File: src/rtl/tile_ram_arbiter.sv
// Arbitrates one tile-RAM port between video reads, PicoBlaze writes and PicoBlaze reads.
// Video wins by default; a PicoBlaze requester denied STARVE_LIMIT cycles overrides it.
module tile_ram_arbiter #(
    parameter int ADDR_W       = 10,
    parameter int DATA_W       = 4,
    parameter int RD_LAT       = 1,
    parameter int STARVE_LIMIT = 8
) (
    input  logic              clk,
    input  logic              reset,
    input  logic              vid_req,
    input  logic [ADDR_W-1:0] vid_addr,
    output logic              vid_valid,
    output logic [DATA_W-1:0] vid_data,
    input  logic              wr_req,
    input  logic [ADDR_W-1:0] wr_addr,
    input  logic [DATA_W-1:0] wr_data,
    output logic              wr_ack,
    input  logic              rd_req,
    input  logic [ADDR_W-1:0] rd_addr,
    output logic              rd_ack,
    output logic              rd_valid,
    output logic [DATA_W-1:0] rd_data,
    output logic              ram_en,
    output logic              ram_we,
    output logic [ADDR_W-1:0] ram_addr,
    output logic [DATA_W-1:0] ram_din,
    input  logic [DATA_W-1:0] ram_dout
);

    localparam logic [2:0] G_NONE = 3'd0;
    localparam logic [2:0] G_PEND = 3'd1;
    localparam logic [2:0] G_VID  = 3'd2;
    localparam logic [2:0] G_WR   = 3'd3;
    localparam logic [2:0] G_RD   = 3'd4;

    localparam logic [7:0] LIMIT = 8'(STARVE_LIMIT);

    logic [2:0]        grant;
    logic [ADDR_W-1:0] acc_addr;
    logic              pend_vld;
    logic [ADDR_W-1:0] pend_addr;
    logic [7:0]        wr_wait;
    logic [7:0]        rd_wait;
    logic              rr_rd;
    logic              wr_starve;
    logic              rd_starve;
    logic              issue_rd;
    logic              issue_vid;
    logic [RD_LAT:0]   tag_vld;
    logic [RD_LAT:0]   tag_vid;

    assign wr_starve = wr_req && (wr_wait == LIMIT);
    assign rd_starve = rd_req && (rd_wait == LIMIT);

    // A held pending video always wins next, so the single PEND slot cannot overflow.
    always_comb begin
        grant = G_NONE;
        if (pend_vld)
            grant = G_PEND;
        else if (wr_starve && rd_starve)
            grant = rr_rd ? G_RD : G_WR;
        else if (wr_starve)
            grant = G_WR;
        else if (rd_starve)
            grant = G_RD;
        else if (vid_req)
            grant = G_VID;
        else if (wr_req && rd_req)
            grant = rr_rd ? G_RD : G_WR;
        else if (wr_req)
            grant = G_WR;
        else if (rd_req)
            grant = G_RD;
    end

    always_comb begin
        acc_addr = vid_addr;
        case (grant)
            G_PEND:  acc_addr = pend_addr;
            G_WR:    acc_addr = wr_addr;
            G_RD:    acc_addr = rd_addr;
            default: acc_addr = vid_addr;
        endcase
    end

    // Acks are gated by reset so every output reads 0 while reset is held.
    assign wr_ack = reset && (grant == G_WR);
    assign rd_ack = reset && (grant == G_RD);

    assign issue_vid = (grant == G_PEND) || (grant == G_VID);
    assign issue_rd  = issue_vid || (grant == G_RD);

    always_ff @(posedge clk or negedge reset) begin
        if (!reset) begin
            pend_vld  <= 1'b0;
            pend_addr <= '0;
            wr_wait   <= '0;
            rd_wait   <= '0;
            rr_rd     <= 1'b0;
        end else begin
            pend_vld <= vid_req && (grant != G_VID);
            if (vid_req && (grant != G_VID))
                pend_addr <= vid_addr;

            if (!wr_req || (grant == G_WR))
                wr_wait <= '0;
            else if (wr_wait < LIMIT)
                wr_wait <= wr_wait + 8'd1;

            if (!rd_req || (grant == G_RD))
                rd_wait <= '0;
            else if (rd_wait < LIMIT)
                rd_wait <= rd_wait + 8'd1;

            if (grant == G_WR)
                rr_rd <= 1'b1;
            else if (grant == G_RD)
                rr_rd <= 1'b0;
        end
    end

    // RAM port is registered; address and data hold through idle cycles.
    always_ff @(posedge clk or negedge reset) begin
        if (!reset) begin
            ram_en   <= 1'b0;
            ram_we   <= 1'b0;
            ram_addr <= '0;
            ram_din  <= '0;
        end else begin
            ram_en <= (grant != G_NONE);
            ram_we <= (grant == G_WR);
            if (grant != G_NONE)
                ram_addr <= acc_addr;
            if (grant == G_WR)
                ram_din <= wr_data;
        end
    end

    // Tag stage k lines up with the RAM access in cycle N+1+k; stage RD_LAT meets ram_dout.
    always_ff @(posedge clk or negedge reset) begin
        if (!reset) begin
            tag_vld <= '0;
            tag_vid <= '0;
        end else begin
            tag_vld <= {tag_vld[RD_LAT-1:0], issue_rd};
            tag_vid <= {tag_vid[RD_LAT-1:0], issue_vid};
        end
    end

    always_ff @(posedge clk or negedge reset) begin
        if (!reset) begin
            vid_valid <= 1'b0;
            vid_data  <= '0;
            rd_valid  <= 1'b0;
            rd_data   <= '0;
        end else begin
            vid_valid <= tag_vld[RD_LAT] && tag_vid[RD_LAT];
            rd_valid  <= tag_vld[RD_LAT] && !tag_vid[RD_LAT];
            if (tag_vld[RD_LAT] && tag_vid[RD_LAT])
                vid_data <= ram_dout;
            if (tag_vld[RD_LAT] && !tag_vid[RD_LAT])
                rd_data <= ram_dout;
        end
    end

endmodule

File: config.mk
export PLATFORM = sky130hd
export DESIGN_NAME = tile_ram_arbiter
export DESIGN_NICKNAME = d
export VERILOG_FILES = /design/src/rtl/tile_ram_arbiter.sv
export SDC_FILE = /design/constraint.sdc
export NUM_CORES = 1
export LEC_CHECK = 0
export BUFFER_PORTS_ARGS = -buffer_cell sky130_fd_sc_hd__buf_2
export CAP_MARGIN = 20
export CORE_MARGIN = 8
export CORE_UTILIZATION = 57
export DETAILED_ROUTE_END_ITERATION = 8
export PLACE_DENSITY = 0.82
export SYNTH_ARGS = -nofsm -noshare
export SYNTH_HDL_FRONTEND = slang
export SYNTH_SLANG_ARGS = --single-unit
File: constraint.sdc
create_clock -name clk -period 3.6 [get_ports clk]
set_input_delay 0.36 -clock clk [delete_from_list [all_inputs] [get_ports clk]]
set_output_delay 0.36 -clock clk [all_outputs]
set_load 0.01 [all_outputs]
### Yosys cells after proc, flatten, opt, wreduce, memory -nomap -nowiden

Index checks and enable logic that the tools add are counted.

| operators by class | value |
|---|---|
| add/subtract/negate cells | 2 |
| magnitude comparators | 2 |
| equality and inequality tests | 7 |
| mux-type cells | 16 |
| reduce and logical (&&, ||, !) cells | 20 |

Operator list:

| operator | number |
|---|---|
| $mux W8 | 4 |
| $pmux W10 S3 | 1 |
| $mux W3 | 9 |
| $add A8 B1 Y8 const B | 2 |
| $eq A8 B4 Y1 const B | 2 |
| $lt A8 B4 Y1 const B | 2 |
| $logic_and A1 B1 Y1 | 9 |
| $eq A3 B2 Y1 const B | 2 |
| $reduce_bool A2 Y1 | 3 |
| $logic_or A1 B1 Y1 | 4 |
| $eq A3 B1 Y1 const B | 1 |
| $eq A3 B3 Y1 const B | 1 |
| $logic_not A1 Y1 | 3 |
| $ne A3 B2 Y1 const B | 1 |
| $reduce_bool A3 Y1 | 1 |
| $mux W1 | 2 |

| word-level totals | value |
|---|---|
| register bits after elaboration | 58 |
| bits of input ports | 43 |
| output and inout bits | 28 |
| logic and storage cells | 62 |

### Depth between registers and ports, before layout

Gate-level depths: netlist (run 1).

| depth | value |
|---|---|
| depth in word-level cells | 11 |
| mapped depth | 8 |
| gate-level depth less buffers | 7 |

### Least setup slack after synthesis (run 1)

Ideal clock, no wire load.

| timing path | value |
|---|---|
| path kind | reg2out |
| from | register rd_wait[6] |
| to | output wr_ack |
| arrival time | 1.865 ns |
| data required time | 3.240 ns |
| slack | 1.375 ns |
| stages on the path, launching flop included | 7 |
| path buffers | 2 |
| cells stage by stage | dfrtp_1 -> or4_4 -> buf_6 -> o311ai_4 -> a21oi_4 -> buf_6 -> and2_1 |

| between the ends | value |
|---|---|
| word-level cells in the longest chain between the ends | 8 |
| elaborated cells between the ends (all ways) | 9 |
| classes of those cells | eq/ne (2); mux (4); reduce/logical (3) |

RTL lines:

| item | line | source |
|---|---|---|
| start, declared | 44 | `logic [7:0] rd_wait;` |
| start signal, assigned | 114 | `rd_wait <= rd_wait + 8'd1;` |
| $eq A8 B4 Y1 (*) | 54 | `assign rd_starve = rd_req && (rd_wait == LIMIT);` |
| $logic_and A1 B1 Y1 (*) | 54 |  |
| $mux W3 | 65 | `else if (rd_starve)` |
| $mux W3 | 63 | `else if (wr_starve)` |
| $mux W3 (*) | 61 | `else if (wr_starve && rd_starve)` |
| $mux W3 (*) | 59 | `if (pend_vld)` |
| $eq A3 B2 Y1 (*) | 88 | `assign wr_ack = reset && (grant == G_WR);` |
| $logic_and A1 B1 Y1 (*) | 88 |  |
| end, declared | 18 | `output logic wr_ack,` |

Every way passes the cells marked *; elsewhere a longest branch is shown, timed or not.

### Worst setup path after layout (run 1)

| timing path | value |
|---|---|
| from | register wr_wait[7] |
| to | output wr_ack |

| between the ends | value |
|---|---|
| word-level cells in the longest chain between the ends | 7 |
| elaborated cells between the ends (all ways) | 8 |
| classes of those cells | eq/ne (2); mux (3); reduce/logical (3) |

RTL lines:

| item | line | source |
|---|---|---|
| start, declared | 43 | `logic [7:0] wr_wait;` |
| start signal, assigned | 109 | `wr_wait <= wr_wait + 8'd1;` |
| $eq A8 B4 Y1 (*) | 53 | `assign wr_starve = wr_req && (wr_wait == LIMIT);` |
| $logic_and A1 B1 Y1 (*) | 53 |  |
| $mux W3 or $logic_and A1 B1 Y1 (tied branches) | 63, 61 |  |
| $mux W3 (*) | 61 |  |
| $mux W3 (*) | 59 |  |
| $eq A3 B2 Y1 (*) | 88 |  |
| $logic_and A1 B1 Y1 (*) | 88 |  |

Marked as above.

==> flow_metrics.env, run 1 <==
export IMPL_hold_viol=0
export IMPL_syn_num_nets=285
export IMPL_setup_viol=0
export IMPL_die_w_um=85.65
export IMPL_path_clk_slew_ps=70
export IMPL_synth_seq_area_share_pct=52.49
export IMPL_crit_slowest_cell="nor4_1"
export IMPL_ir_worst_vdd_uv=351.6
export IMPL_slew_viol_final=0
export IMPL_fin_setup_tns_ps=0
export IMPL_yosys_area_share_simple_pct=18.01
export IMPL_max_stage_delay_ps=660
export IMPL_cts_root_buffer="clkbuf_8"
export IMPL_fin_skew_ps=8.285
export IMPL_area_growth_pct=21.18
export IMPL_drt_iter0_markers=135
export IMPL_dpl_worst_slack_ps=954.7
export IMPL_p_leak_uw=0.001718
export IMPL_yosysTopAreaCell="dfrtp_1"
export IMPL_relSlewSlack_pct=30.23
export IMPL_start_kind="register"
export IMPL_h_tree_depth=3
export IMPL_whs_ps=223.2
export IMPL_crit_path_max_fanout=19
export IMPL_fin_nets=356
export IMPL_io_buffers=70
export IMPL_detail_route_antenna_nets=0
export IMPL_path_cells="nor4_1, o311ai_4, a21oi_4, and2_1, buf_2"
export IMPL_crit_required_ps=3240
export IMPL_worstMarginPinSlew_ps=1047
export IMPL_cp_end_kind="output port"
export IMPL_min_delay_path_class="in2reg"
export IMPL_gp_congestion=0.9216
export IMPL_clock_latency_ps=330
export IMPL_synthMuxAreaShare_pct=10.72
export IMPL_period_needed_ps=2998
export IMPL_synth_xor_area_share_pct=1.267
export IMPL_crit_family="compound AO/OA/AOI/OAI gates"
export IMPL_post_dp_hpwl_mm=4.634
export IMPL_synth_area_leaders="dfrtp_1 52%, mux2_4 7.1%, mux2_2 3.7%"
export IMPL_synthAdderAreaFrac_pct=1.810
export IMPL_grt_use_total_pct=18.06
export IMPL_path_class="reg2out"
export IMPL_initial_core_util_pct=58.93
export IMPL_syn_area_um2=2765
export IMPL_synth_compound_area_share_pct=11.31
export IMPL_chipHeight_um=85.65
export IMPL_ys_types=40
export IMPL_syn_area_per_cell_um2=11.62
export IMPL_critPathArrivalTime_ps=2640
export IMPL_synth_top_area_share_pct=52.49
export IMPL_wl_per_cell_um=17.31
export IMPL_design_die_area_um2=7336
export IMPL_cts_sinks=58
export IMPL_power_total_uw=1691
export IMPL_core_area_um2=4692
export IMPL_crit_buf_inv=1
export IMPL_wl_mm=6.371
export IMPL_synthFlopType="dfrtp_1"
export IMPL_timing_final_crit_share_pct=83.27
export IMPL_setup_ws_ps=602.2
export IMPL_clock_path_buffers=2
export IMPL_postSynth_asyncResetShare_pct=100.0
export IMPL_antenna_found_initial=0
export IMPL_synthTopCellsByCount="58 x dfrtp_1, 21 x nor2_1, 13 x mux2_4, 13 x nor2b_1"
export IMPL_numCtsBuffers=9
export IMPL_antenna_cells=0
export IMPL_post_route_util_pct=71.41
export IMPL_rsz0062_at_grt="false"
export IMPL_grt_remaining_overflow=0
export IMPL_synth_most_common_cell="dfrtp_1"
export IMPL_grt_max_degree=39
export IMPL_rows=25
export IMPL_ys_warn_count=0
export IMPL_ys_ff_latch=58
export IMPL_p_per_area_nw_per_um2=504.5
export IMPL_fmax_mhz=333.6
export IMPL_grt_pass1_wl_mm=10.36
export IMPL_cts_tree="done"
export IMPL_syn_inst=238
export IMPL_io_pins=71
export IMPL_via_per_inst=5.587
export IMPL_grt_pass1_vias=2109
export IMPL_drive_above_1_share_pct=37.90
export IMPL_drc=0
export IMPL_status="finished, final reports clean"
export IMPL_synth_edf_count=0
export IMPL_cap_violations=0
export IMPL_cts_setup_buffers=0
export IMPL_route_vias_total=2056
export IMPL_drtPass1Iterations=4
export IMPL_synth_top_family_by_area="simple AND/OR/NAND/NOR gates"
-- registers in the layout, indices dropped and copies added, names as in the netlist --
register / cells
vid_valid: 1
vid_data: 4
pend_vld: 1
wr_wait: 8
tag_vld: 2
ram_en: 1
ram_we: 1
rd_valid: 1
ram_addr: 10
rd_data: 4
rd_wait: 8
tag_vid: 2
pend_addr: 10
rr_rd: 1
ram_din: 4
-- cells in the final DEF, fill, tap and decap left out, drive strengths merged, types with 3 or more instances in the layout --
cell / synthesis / final
and2: 5 / 5
a31oi: 10 / 10
buf: 5 / 73
clkbuf: 9 / 11
nor2: 21 / 21
a21oi: 13 / 13
nand2: 8 / 8
o21ai: 3 / 3
nand4b: 11 / 11
mux2: 22 / 22
ha: 4 / 4
dfrtp: 58 / 58
a21o: 11 / 11
inv: 10 / 10
and3: 4 / 4
nand4: 10 / 10
nor2b: 14 / 14
-- metrics by stage --
step / cell area (um2) / cells
after CTS: 3351 / 368
after global routing: 3351 / 368
after floorplan: 2765 / 238
final: 3351 / 368
after global placement: 3122 / 351
after detailed placement: 3122 / 351
-- report_power, final --
group / internal, uW / switching [uW] / leakage [uW] / total (uW)
Clock: 406 / 249 / 0.000109 / 655
Combinational: 138 / 133 / 0.000876 / 271
Sequential: 723 / 41.5 / 0.000732 / 765
Total: 1270 / 424 / 0.00172 / 1690
-- final timing paths --
path                       slack [ps]  startpoint  cells past startpoint      endpoint
setup / recovery                  600  wr_wait[7]                      5        wr_ack
min in group asynchronous         530       reset                      2  pend_addr[8]
setup reg to reg                 1110  rd_wait[0]                      7  pend_addr[9]
max in group asynchronous        2240       reset                      3    ram_din[1]
hold / removal                    220  wr_addr[6]                      2   ram_addr[6]
hold reg to reg                   360  tag_vid[0]                      0    tag_vid[1]
-- final cells by class --
cell class                 count  area, um2
multi-input combinational    156       1192
sequential                    58       1451
tap                           54      67.56
inverter                      10      37.54
fill                         358       1341
clock buffer                  11      141.4
timing repair buffer          74      382.9
clock inverter                 5      77.57
-- repair_timing --
action	4_1_cts	5_1_grt
resized for setup	0	0
hold endpoints to repair	8	0
hold buffers	1	0
-- kinds of logic after synthesis --
kind of cell | after synthesis
AND/OR/NAND/NOR | 83
flip-flops | 58
AO/OA/AOI/OAI | 43
buffers and inverters | 24
multiplexers | 22
XOR/XNOR | 4
adder cells (fa/ha/maj) | 4
-- layer usage --
layer	vias up	global-route usage [%]	part of all wire (%)
li1	992	-	-
met1	982	23.68	45
met2	76	26.73	46
met3	6	6.017	7.8
met4	0	7.325	0.93
met5	-	0	0
No activity file was read; power rests on OpenSTA's default activity.
==> run 2, diff against run 1 <==
--- a/config.mk
+++ b/config.mk
@@ -8,9 +8,9 @@
 export BUFFER_PORTS_ARGS = -buffer_cell sky130_fd_sc_hd__buf_2
 export CAP_MARGIN = 20
 export CORE_MARGIN = 8
-export CORE_UTILIZATION = 57
+export CORE_UTILIZATION = 53
 export DETAILED_ROUTE_END_ITERATION = 8
-export PLACE_DENSITY = 0.82
+export PLACE_DENSITY = 0.77
 export SYNTH_ARGS = -nofsm -noshare
 export SYNTH_HDL_FRONTEND = slang
 export SYNTH_SLANG_ARGS = --single-unit
==> constraint.sdc (replaced) <==
create_clock -name clk -period 3 [get_ports clk]
set_input_delay 0.3 -clock clk [delete_from_list [all_inputs] [get_ports clk]]
set_output_delay 0.3 -clock clk [all_outputs]
set_load 0.01 [all_outputs]
==> run 2 against run 1 <==
Non-clock buffer count up 5. Clock power up 20%. Combinational power up 21%. Utilization down 4.3 points. Sequential share of layout area down 0.72 points. Power up 20%. Largest power group unchanged.
==> flow_metrics.env, run 2 (same netlist as run 1, synthesis figures left out) <==
export IMPL_drtPass1Iterations=4
export IMPL_cts_sinks=58
export IMPL_cts_setup_buffers=0
export IMPL_hold_viol=0
export IMPL_drive_above_1_share_pct=39.18
export IMPL_io_pins=71
export IMPL_clock_latency_ps=330
export IMPL_p_sw_share_pct=25.24
export IMPL_route_vias_total=2080
export IMPL_post_dp_hpwl_mm=4.810
export IMPL_grt_use_total_pct=17.50
export IMPL_fin_nets=361
export IMPL_layout_common_cells="70 x buf_2, 58 x dfrtp_1, 21 x nor2_1"
export IMPL_via_per_inst=5.347
export IMPL_stdcell_area_um2=3407
export IMPL_fin_setup_tns_ps=0
export IMPL_grt_remaining_overflow=0
export IMPL_status="finished, final reports clean"
export IMPL_die_w_um=88.23
export IMPL_n_fill_cell=410
export IMPL_fmax_mhz=355.8
export IMPL_cts_root_buffer="clkbuf_8"
export IMPL_cts_hold_buffers=1
export IMPL_wl_mm=6.517
export IMPL_cp_end_kind="output port"
export IMPL_fin_skew_ps=5.811
export IMPL_antenna_cells=0
export IMPL_area_growth_pct=23.21
export IMPL_drc=0
export IMPL_start_kind="register"
export IMPL_clock_power_share_pct=38.8
export IMPL_ir_worst_vdd_uv=466.8
export IMPL_slew_viol_final=0
export IMPL_power_internal_uw=1519
export IMPL_gp_congestion=0.8803
export IMPL_p_per_area_nw_per_um2=596.6
export IMPL_io_buffers=70
export IMPL_cts_tree="done"
export IMPL_power_frac_seq_pct=45.1
export IMPL_wl_per_cell_um=16.75
export IMPL_h_tree_depth=3
export IMPL_rsz0062_at_grt="false"
export IMPL_numCtsBuffers=9
export IMPL_grt_pass1_vias=2119
export IMPL_layout_commonest_cell="buf_2"
export IMPL_rows=26
export IMPL_core_area_um2=5075
export IMPL_pwr_share_comb_pct=16.1
export IMPL_period_needed_ps=2811
export IMPL_cap_violations=0
export IMPL_p_sw_uw=513.1
export IMPL_cts_resized=0
export IMPL_initial_core_util_pct=54.49
export IMPL_setup_ws_ps=189.4
export IMPL_crit_path_max_fanout=12
export IMPL_multi_input_area_um2=1192
export IMPL_path_clk_slew_ps=70
export IMPL_relSlewSlack_pct=55.19
export IMPL_p_leak_uw=0.001748
export IMPL_seqCellArea_um2=1451
export IMPL_placed_area_um2=3179
export IMPL_timing_final_crit_share_pct=93.69
export IMPL_grt_pass1_wl_mm=10.43
export IMPL_setup_viol=0
export IMPL_clock_path_buffers=2
export IMPL_design_die_area_um2=7785
export IMPL_path_class="reg2out"
export IMPL_worst_r2r_setup_slack_ps=650
export IMPL_crit_required_ps=2700
export IMPL_worstMarginPinSlew_ps=670.8
export IMPL_dpl_worst_slack_ps=574.4
export IMPL_grt_max_degree=30
export IMPL_drt_iter0_markers=95
export IMPL_chipHeight_um=88.23
export IMPL_min_delay_path_class="in2reg"
export IMPL_reg_top3="pend_addr: 10 flops, ram_addr: 10 flops"
export IMPL_critPathArrivalTime_ps=2510
export IMPL_detail_route_antenna_nets=0
export IMPL_antenna_found_initial=0
run 2: cell types whose count changed in the layout (fill, tap and decap cells not counted):
| cell | before | now |
|---|---|---|
| clkinvlp_4 | 1 | 0 |
| clkbuf_1 | 1 | 0 |
| buf_4 | 3 | 8 |
| clkinv_2 | 2 | 4 |
run 2: final timing paths:
kind / cells after the start / startpoint / endpoint
max: 5 / rd_wait[6] / wr_ack
min: 2 / wr_addr[1] / ram_addr[1]
max reg2reg: 5 / rd_wait[6] / ram_addr[5]
min reg2reg: 0 / tag_vid[0] / tag_vid[1]
max in group asynchronous: 3 / reset / pend_addr[1]
min in group asynchronous: 2 / reset / ram_din[0]
run 2: final cells by class:
type / instances / share of cell area (%)
Inverter: 10 / 1.102
Multi-Input combinational cell: 156 / 35.00
Tap cell: 70 / 2.571
Clock buffer: 10 / 4.040
Timing Repair Buffer: 79 / 12.34
Clock inverter: 6 / 2.350
Sequential cell: 58 / 42.60
run 2: power groups by stage:
| stage | Combinational (uW) | Clock (uW) | Sequential [uW] |
|---|---|---|---|
| 5_1_grt | 361 | 842 | 926 |
| 3_5_place_dp | 330 | 0 | 930 |
| 2_1_floorplan | 162 | 0 | 950 |
| 4_1_cts | 332 | 804 | 917 |
| 3_3_place_gp | 320 | 0 | 926 |
| 6_report | 327 | 789 | 917 |
run 2: stage by stage:
stage               power (uW)  util, %  cells  hold WS [ps]
global placement          1247    62.65    372         247.4
floorplan                 1112        -    238         4.409
CTS                       2053    67.14    389         154.4
global route              2129    67.14    389         157.7
detailed placement        1259    62.65    372         249.9
finish                    2032    67.14    389         167.0
run 2: critical path: stages, from the launching register on:
cell and delay, ps:
dfrtp_1 380, or4_4 590, o311ai_4 600, a21oi_4 240, and2_1 220, buf_2 140
run 2: per-layer routing:
metal	GRT usage, %	vias up	wire [um]
met1	24.07	994	3026
met3	4.550	6	482
met5	0	-	0
met4	7.527	0	99
met2	25.32	76	2909
li1	-	1004	-
